File: src/rtl/store_merge_unit_pkg.sv
// Shared definitions for the store merge unit: store-type encodings,
// FSM state encoding and a small address helper.
package store_merge_unit_pkg;

  localparam logic [3:0] Type_SW  = 4'h8;
  localparam logic [3:0] Type_SB  = 4'h9;
  localparam logic [3:0] Type_SH  = 4'hA;
  localparam logic [3:0] Type_SWL = 4'hB;
  localparam logic [3:0] Type_SWR = 4'hC;

  typedef enum logic [2:0] {
    IDLE  = 3'd0,
    READ  = 3'd1,
    MERGE = 3'd2,
    WRITE = 3'd3,
    DONE  = 3'd4
  } state_t;

  function automatic logic is_store_type(input logic [3:0] store_type);
    return (store_type == Type_SW)  || (store_type == Type_SB) ||
           (store_type == Type_SH)  || (store_type == Type_SWL) ||
           (store_type == Type_SWR);
  endfunction

  function automatic logic [31:0] word_addr(input logic [31:0] byte_addr);
    return {byte_addr[31:2], 2'b00};
  endfunction

endpackage

File: src/rtl/store_merge_unit_if.sv
// Pipeline-side request/stall signals and word-RAM port of the store merge unit.
interface store_merge_unit_if;
  logic        EX_MEM_MemWrite;
  logic [3:0]  EX_MEM_StoreType;
  logic [31:0] EX_MEM_Addr;
  logic [31:0] EX_MEM_WriteData;
  logic        StoreStall;
  logic        StoreDone;
  logic [31:0] Mem_Addr;
  logic        Mem_Read;
  logic [31:0] Mem_ReadData;
  logic        Mem_Write;
  logic [31:0] Mem_WriteData;

  modport master (
    output EX_MEM_MemWrite, EX_MEM_StoreType, EX_MEM_Addr, EX_MEM_WriteData,
    output Mem_ReadData,
    input  StoreStall, StoreDone, Mem_Addr, Mem_Read, Mem_Write, Mem_WriteData
  );

  modport slave (
    input  EX_MEM_MemWrite, EX_MEM_StoreType, EX_MEM_Addr, EX_MEM_WriteData,
    input  Mem_ReadData,
    output StoreStall, StoreDone, Mem_Addr, Mem_Read, Mem_Write, Mem_WriteData
  );
endinterface

File: src/rtl/store_merge_unit_merge.sv
// Combinational lane merge: write-side mirror of the load splitter.
module store_merge
  import store_merge_unit_pkg::*;
(
  input  logic [31:0] old_word,
  input  logic [31:0] rt,
  input  logic [3:0]  store_type,
  input  logic [1:0]  lane,
  output logic [31:0] merged
);

  // Overlay the rt lanes selected by store type and byte offset onto the old word
  always_comb begin
    merged = old_word;
    case (store_type)
      Type_SW:  merged = rt;
      Type_SB: begin
        case (lane)
          2'd0:    merged[7:0]   = rt[7:0];
          2'd1:    merged[15:8]  = rt[7:0];
          2'd2:    merged[23:16] = rt[7:0];
          2'd3:    merged[31:24] = rt[7:0];
          default: merged = old_word;
        endcase
      end
      Type_SH: begin
        if (lane[1]) merged[31:16] = rt[15:0];
        else         merged[15:0]  = rt[15:0];
      end
      Type_SWL: merged[31:16] = rt[31:16];
      Type_SWR: merged[15:0]  = rt[15:0];
      default:  merged = old_word;
    endcase
  end

endmodule

File: src/rtl/store_merge_unit.sv
// Store-side MEM-stage unit: SW writes directly, sub-word stores do a
// read-modify-write on the word-only RAM while the pipeline is stalled.
module store_merge_unit
  import store_merge_unit_pkg::*;
(
  input  logic              clk,
  input  logic              rst,
  store_merge_unit_if.slave bus
);

  state_t      state, next_state;
  logic        accept;
  logic [31:0] data_q;
  logic [3:0]  type_q;
  logic [1:0]  lane_q;
  logic [31:0] merged;

  assign accept = (state == IDLE) && bus.EX_MEM_MemWrite;

  store_merge u_merge (
    .old_word   (bus.Mem_ReadData),
    .rt         (data_q),
    .store_type (type_q),
    .lane       (lane_q),
    .merged     (merged)
  );

  // Next-state logic and combinational stall
  always_comb begin
    next_state     = state;
    bus.StoreStall = 1'b0;
    case (state)
      IDLE: begin
        if (bus.EX_MEM_MemWrite) begin
          bus.StoreStall = 1'b1;
          if (bus.EX_MEM_StoreType == Type_SW)          next_state = WRITE;
          else if (is_store_type(bus.EX_MEM_StoreType)) next_state = READ;
          else                                          next_state = DONE;
        end else begin
          next_state = IDLE;
        end
      end
      READ: begin
        bus.StoreStall = 1'b1;
        next_state     = MERGE;
      end
      MERGE: begin
        bus.StoreStall = 1'b1;
        next_state     = WRITE;
      end
      WRITE: begin
        bus.StoreStall = 1'b1;
        next_state     = DONE;
      end
      DONE:    next_state = IDLE;
      default: next_state = IDLE;
    endcase
  end

  // State register
  always_ff @(posedge clk or posedge rst) begin
    if (rst) state <= IDLE;
    else     state <= next_state;
  end

  // Request latch; later states never look at the EX/MEM inputs
  always_ff @(posedge clk or posedge rst) begin
    if (rst) begin
      data_q <= 32'h0000_0000;
      type_q <= 4'h0;
      lane_q <= 2'b00;
    end else if (accept) begin
      data_q <= bus.EX_MEM_WriteData;
      type_q <= bus.EX_MEM_StoreType;
      lane_q <= bus.EX_MEM_Addr[1:0];
    end
  end

  // Strobes track the state being entered, so they are high during that state
  always_ff @(posedge clk or posedge rst) begin
    if (rst) begin
      bus.Mem_Read      <= 1'b0;
      bus.Mem_Write     <= 1'b0;
      bus.StoreDone     <= 1'b0;
      bus.Mem_Addr      <= 32'h0000_0000;
      bus.Mem_WriteData <= 32'h0000_0000;
    end else begin
      bus.Mem_Read  <= (next_state == READ);
      bus.Mem_Write <= (next_state == WRITE);
      bus.StoreDone <= (next_state == DONE);
      if (accept) begin
        bus.Mem_Addr      <= word_addr(bus.EX_MEM_Addr);
        bus.Mem_WriteData <= bus.EX_MEM_WriteData;
      end else if (state == MERGE) begin
        bus.Mem_WriteData <= merged;
      end
    end
  end

endmodule

File: src/flat_wrapper.sv
// flat-port wrapper written by rule: the top's interface ports become plain ports
module store_merge_unit_flat import store_merge_unit_pkg::*;
  (clk, rst, bus_EX_MEM_MemWrite, bus_EX_MEM_StoreType, bus_EX_MEM_Addr, bus_EX_MEM_WriteData, bus_Mem_ReadData, bus_StoreStall, bus_StoreDone, bus_Mem_Addr, bus_Mem_Read, bus_Mem_Write, bus_Mem_WriteData);
  store_merge_unit_if bus_i ();
  input  logic clk;
  input  logic rst;
  input wire logic [$bits(bus_i.EX_MEM_MemWrite)-1:0] bus_EX_MEM_MemWrite;
  input wire logic [$bits(bus_i.EX_MEM_StoreType)-1:0] bus_EX_MEM_StoreType;
  input wire logic [$bits(bus_i.EX_MEM_Addr)-1:0] bus_EX_MEM_Addr;
  input wire logic [$bits(bus_i.EX_MEM_WriteData)-1:0] bus_EX_MEM_WriteData;
  input wire logic [$bits(bus_i.Mem_ReadData)-1:0] bus_Mem_ReadData;
  output wire logic [$bits(bus_i.StoreStall)-1:0] bus_StoreStall;
  output wire logic [$bits(bus_i.StoreDone)-1:0] bus_StoreDone;
  output wire logic [$bits(bus_i.Mem_Addr)-1:0] bus_Mem_Addr;
  output wire logic [$bits(bus_i.Mem_Read)-1:0] bus_Mem_Read;
  output wire logic [$bits(bus_i.Mem_Write)-1:0] bus_Mem_Write;
  output wire logic [$bits(bus_i.Mem_WriteData)-1:0] bus_Mem_WriteData;
  assign bus_i.EX_MEM_MemWrite = bus_EX_MEM_MemWrite;
  assign bus_i.EX_MEM_StoreType = bus_EX_MEM_StoreType;
  assign bus_i.EX_MEM_Addr = bus_EX_MEM_Addr;
  assign bus_i.EX_MEM_WriteData = bus_EX_MEM_WriteData;
  assign bus_i.Mem_ReadData = bus_Mem_ReadData;
  assign bus_StoreStall = bus_i.StoreStall;
  assign bus_StoreDone = bus_i.StoreDone;
  assign bus_Mem_Addr = bus_i.Mem_Addr;
  assign bus_Mem_Read = bus_i.Mem_Read;
  assign bus_Mem_Write = bus_i.Mem_Write;
  assign bus_Mem_WriteData = bus_i.Mem_WriteData;
  store_merge_unit u_core (.clk(clk), .rst(rst), .bus(bus_i));
endmodule
File: config.mk
export PLATFORM = sky130hd
export DESIGN_NAME = store_merge_unit_flat
export DESIGN_NICKNAME = d
export VERILOG_FILES = /design/src/rtl/store_merge_unit_pkg.sv /design/src/rtl/store_merge_unit_if.sv /design/src/rtl/store_merge_unit_merge.sv /design/src/rtl/store_merge_unit.sv /design/src/flat_wrapper.sv
export SDC_FILE = /design/constraint.sdc
export NUM_CORES = 1
export LEC_CHECK = 0
export ABC_AREA = 1
export CORE_ASPECT_RATIO = 1.4
export CORE_MARGIN = 3
export CORE_UTILIZATION = 51
export DETAILED_ROUTE_END_ITERATION = 8
export HOLD_SLACK_MARGIN = 0.05
export MAX_ROUTING_LAYER = met4
export PLACE_DENSITY = 0.9
export SETUP_SLACK_MARGIN = 0.3
export SYNTH_ARGS = -nofsm -noshare
export SYNTH_HDL_FRONTEND = slang
export SYNTH_SLANG_ARGS = --single-unit
File: constraint.sdc
create_clock -name clk -period 9.3 [get_ports clk]
set_clock_uncertainty 0.05 [all_clocks]
set_input_delay 1.395 -clock clk [delete_from_list [all_inputs] [get_ports clk]]
set_output_delay 1.395 -clock clk [all_outputs]
set_load 0.01 [all_outputs]
# Word level (Yosys, flattened, before mapping)
# Index checks and enable logic that the tools add are counted.
# totals
register_bits,106
latchBits,0
ram_bits,0
rom_bits,0
in_bits,103
wordCells,55
memories,0
# op_classes
addsub,0
multipliers,0
n_div,0
magnitude_cmp,0
n_eq_ne,19
shift,0
muxes,16
bitwise,0
n_reduce_logical,11
# op_table
operator,count
$pmux 16 s3,2
$mux 32,2
$eq 4x4->1 const B,10
$mux 16,2
$mux 8,4
$pmux 3 s4,1
$eq 3x2->1 const B,3
$mux 3,3
$eq 3x1->1 const B,2
$eq 2x2->1 const B,2
$logic_or 1x1->1,4
$reduce_or 2->1,2
$eq 3x3->1 const B,1
$logic_not 3->1,1
$reduce_or 3->1,1
$eq 2x1->1 const B,1
$logic_not 2->1,1
$pmux 1 s2,1
$reduce_bool 2->1,1
$logic_and 1x1->1,1
$mux 1,1

# Longest topological paths before layout
# depth
word_depth,10
mapped_depth,11
mapped_depth_nobuf,9

# Cells and area by module
# Synthesis repeated with hierarchy kept, for this count alone.
# unflattened
cells_unflattened,989
hier_area_um2,6349.8
# by_module_without_submodules
mod,instances,cells_per_inst,area_per_inst_um2,seq_area_each_um2
store_merge_unit,1,537,4444.3,2652.5
store_merge,1,452,1905.6,0.0

# Worst setup path before layout
# No wires, ideal clock.
# synth_timing
kind,input port to output port
from,input port bus_EX_MEM_MemWrite
to,output port bus_StoreStall
t_arrival_ns,2.058
required_ns,7.855
setup_slack_ns,5.797
cell_stages,4
path_cell_list,nand3_1 > buf_2 > buf_2 > o21ai_0
# synth_via
elab_chain_cells,2
# synth_lines
item,line,text
from (decl),flat_wrapper.sv:7,input wire logic [$bits(bus_i.EX_MEM_MemWrite)-1:0] bus_EX_MEM_MemWrite;
$mux 1,store_merge_unit.sv:34,if (bus.EX_MEM_MemWrite) begin
$pmux 1 s2,store_merge_unit.sv:32,case (state)
to (decl),flat_wrapper.sv:12,output wire logic [$bits(bus_i.StoreStall)-1:0] bus_StoreStall;
# No other way between the ends.

# Worst setup path after layout
# Same ends and word-level chain as after synthesis.

==> results.yml <==
global_route:
  grt_pass1_wl_um: 25900
  globalRouteTotalUtil_pct: 27.7
  grt-ovfl-total: 0
  antenna_found_initial: 0
  grt_pass1_vias: 5533
  grt_max_degree: 79
power:
  power.density_cell_area_mw_per_mm2: 325
  power.leakage_nw: 3.83
  ir_drop_v: 0.000193
synthesis:
  synthCells: 794
  ys_top_cells_by_area: "dfrtp_1 48%, nand2_1 26%, inv_1 5.8%, o21ai_0 5.4%, nand3_1 4.3%"
  synth_ff_type: "dfrtp_1"
  synth.top_cell.area_share_pct: 48.0
  synth-edff-count: 0
  syn_area_per_cell_um2: 6.96
  ys_types: 25
  synth_area_mm2: 0.00552
  ys_ff_latch: 106
  ys_seq_area_share_pct: 48.0
  async_reset_ff_share_pct: 100
  yosys_warnings: 0
  synth.largest_area_cell: "dfrtp_1"
drt:
  drt_iter0_drc: 364
  ant_nets: 0
  vias: 5642
  wl_per_cell_um: 14.5
  viasPerCell: 5.19
  drc_errors: 0
  dr.pass1.iters: 5
  wl_um: 15800
sta:
  min_period_ns: 4.48
  setup-violations-final: 0
  rsz0062_at_grt: "false"
  hold_viol: 0
  slew_violations: 0
  max_freq_ghz: 0.223
  tightest_slew_ns: 0.968
  tns_ns: 0
  slew_headroom_pct: 35.5
  finalCritPeriodShare_pct: 48.2
finish:
  stdcell_count: 1088
  drive_above_1_share_pct: 3.58
  area_delta_synth_final_pct: 36.4
  nNetsFinal: 1048
  mostFrequentLayoutCells: "379 x nand2_1, 168 x clkdlybuf4s50_1, 106 x dfrtp_1"
  antennaDiodeCount: 0
  final_common_cell: "nand2_1"
  n_fill_cell: 844
setup_path:
  cp_slowest_stage_delay_ns: 0.51
  critPathLaunchType: "input pin"
  crit_type: "in2out"
  regToRegSetupSlack_ns: 6.70
  cp-end-kind: "primary output"
  crit_top_cell: "clkdlybuf4s50_1"
  critPathBufInv: 3
  cp_max_fo: 59
  cp_data_arrival_time_ns: 3.04
  crit_slowest_cell: "clkdlybuf4s50_1"
  crit_family: "buffers and inverters"
  cp_cell_sequence: "clkdlybuf4s50_1, nand3_2, buf_4, o21ai_0, clkdlybuf4s50_1"
  cp.required_ns: 7.86
clocking:
  holdBufCountCts: 0
  clk_pin_slew_ns: 0.07
  clkSinkCount: 106
  htree_levels: 3
  cts_resized: 0
  root_buffer: "clkbuf_16"
  clock_latency_ns: 0.35
  cts_buffer_depth: 2
  cts_tree: "done"
  cts_buffers: 9
  post-cts-setup-buffers: 0
floorplanning:
  dieArea_mm2: 0.0121
  start_util_pct: 52.8
  std_cell_rows: 44
  core-area_mm2: 0.0105
  io_pins: 171
  die_h_um: 129
  fp.dieW_um: 94.0
run:
  max-cap-violations: 0
placement:
  hpwl_um: 11200
  io_buffers: 168
  placedCellCount: 1072
  place_congestion: 0.964
hold_path:
  hold_path.class: "reg2reg"
outcome:
  status: "complete, no violations"
## routing by layer
metal	up-vias	routed length, um	global-route usage, %
li1	2745	-	-
met1	2601	6140	33.0
met2	255	8140	46.8
met3	41	1000	4.41
met4	0	505	11.4
met5	-	0	-
## flip-flops by register name (all words and copies together) (netlist names)
signal and flops:
u_core.bus.Mem_Write 1, u_core.lane_q 2, u_core.state 3, u_core.bus.Mem_Read 1, u_core.type_q 4, u_core.bus.Mem_Addr 30
u_core.data_q 32, u_core.bus.Mem_WriteData 32, u_core.bus.StoreDone 1
## power breakdown
group,switching [mW],internal (mW)
combinational,0.735,0.515
sequential,0.150,0.688
clock,0.172,0.189
total,1.06,1.39
## area by class of cell
type	count	area (um2)	area share, %
clock buffer	10	239	3.17
clock inverter	6	42.5	0.565
timing repair buffer	172	1710	22.7
tap	138	173	2.29
multi-input combinational	566	2370	31.5
sequential	106	2650	35.2
inverter	90	340	4.52
## synth_stat cells (4+ instances only)
cell	instances
o21ai_0	60
a21oi_1	14
nand4_1	17
inv_1	85
buf_4	4
nor2_1	31
nand2_1	379
dfrtp_1	106
inv_2	4
nand3_1	47
clkbuf_1	10
o21ai_1	5
buf_2	17
## stage by stage
| stage | instance area, um2 | setup WS [ns] | power (mW) | util (%) | hold slack (ns) |
|---|---|---|---|---|---|
| floorplan | 5530 | 5.07 | 1.56 | - | 0.399 |
| global placement | 7250 | 4.80 | 2.04 | 69.3 | 0.411 |
| detailed placement | 7250 | 4.79 | 2.08 | 69.3 | 0.415 |
| CTS | 7530 | 4.79 | 2.45 | 72.0 | 0.434 |
| global route | 7530 | 4.68 | 2.65 | 72.0 | 0.452 |
| finish | 7530 | 4.82 | 2.45 | 72.0 | 0.430 |
## worst register-to-register path, stage by stage (launching register included)
cell and delay, ns:
dfrtp_1 0.38, inv_1 0.09, nand3_1 0.48, clkinv_1 0.85, a21oi_1 0.53, a31oi_1 0.08
## final timing paths
check | startpoint | endpoint | depth (start not counted)
max in group asynchronous | rst | u_core.bus.Mem_WriteData[24] | 3
min | u_core.bus.Mem_Addr[31] | u_core.bus.Mem_Addr[31] | 2
min in group asynchronous | rst | u_core.bus.Mem_Addr[5] | 2
max reg2reg | u_core.state[2] | u_core.bus.Mem_Write | 5
max | bus_EX_MEM_MemWrite | bus_StoreStall | 5
min reg2reg | u_core.bus.Mem_Addr[31] | u_core.bus.Mem_Addr[31] | 2
## kinds of logic (layout without fill, tap and decap cells)
logic type | Yosys count | count (layout) | share of synthesized area [%]
flip-flops | 106 | 106 | 48.0
other | 1 | 2 | 0.0679
buffers and inverters | 123 | 278 | 9.15
AND/OR/NAND/NOR | 483 | 483 | 35.4
AO/OA/AOI/OAI | 81 | 81 | 7.41
Note: power is estimated with default switching activity, not from simulation.
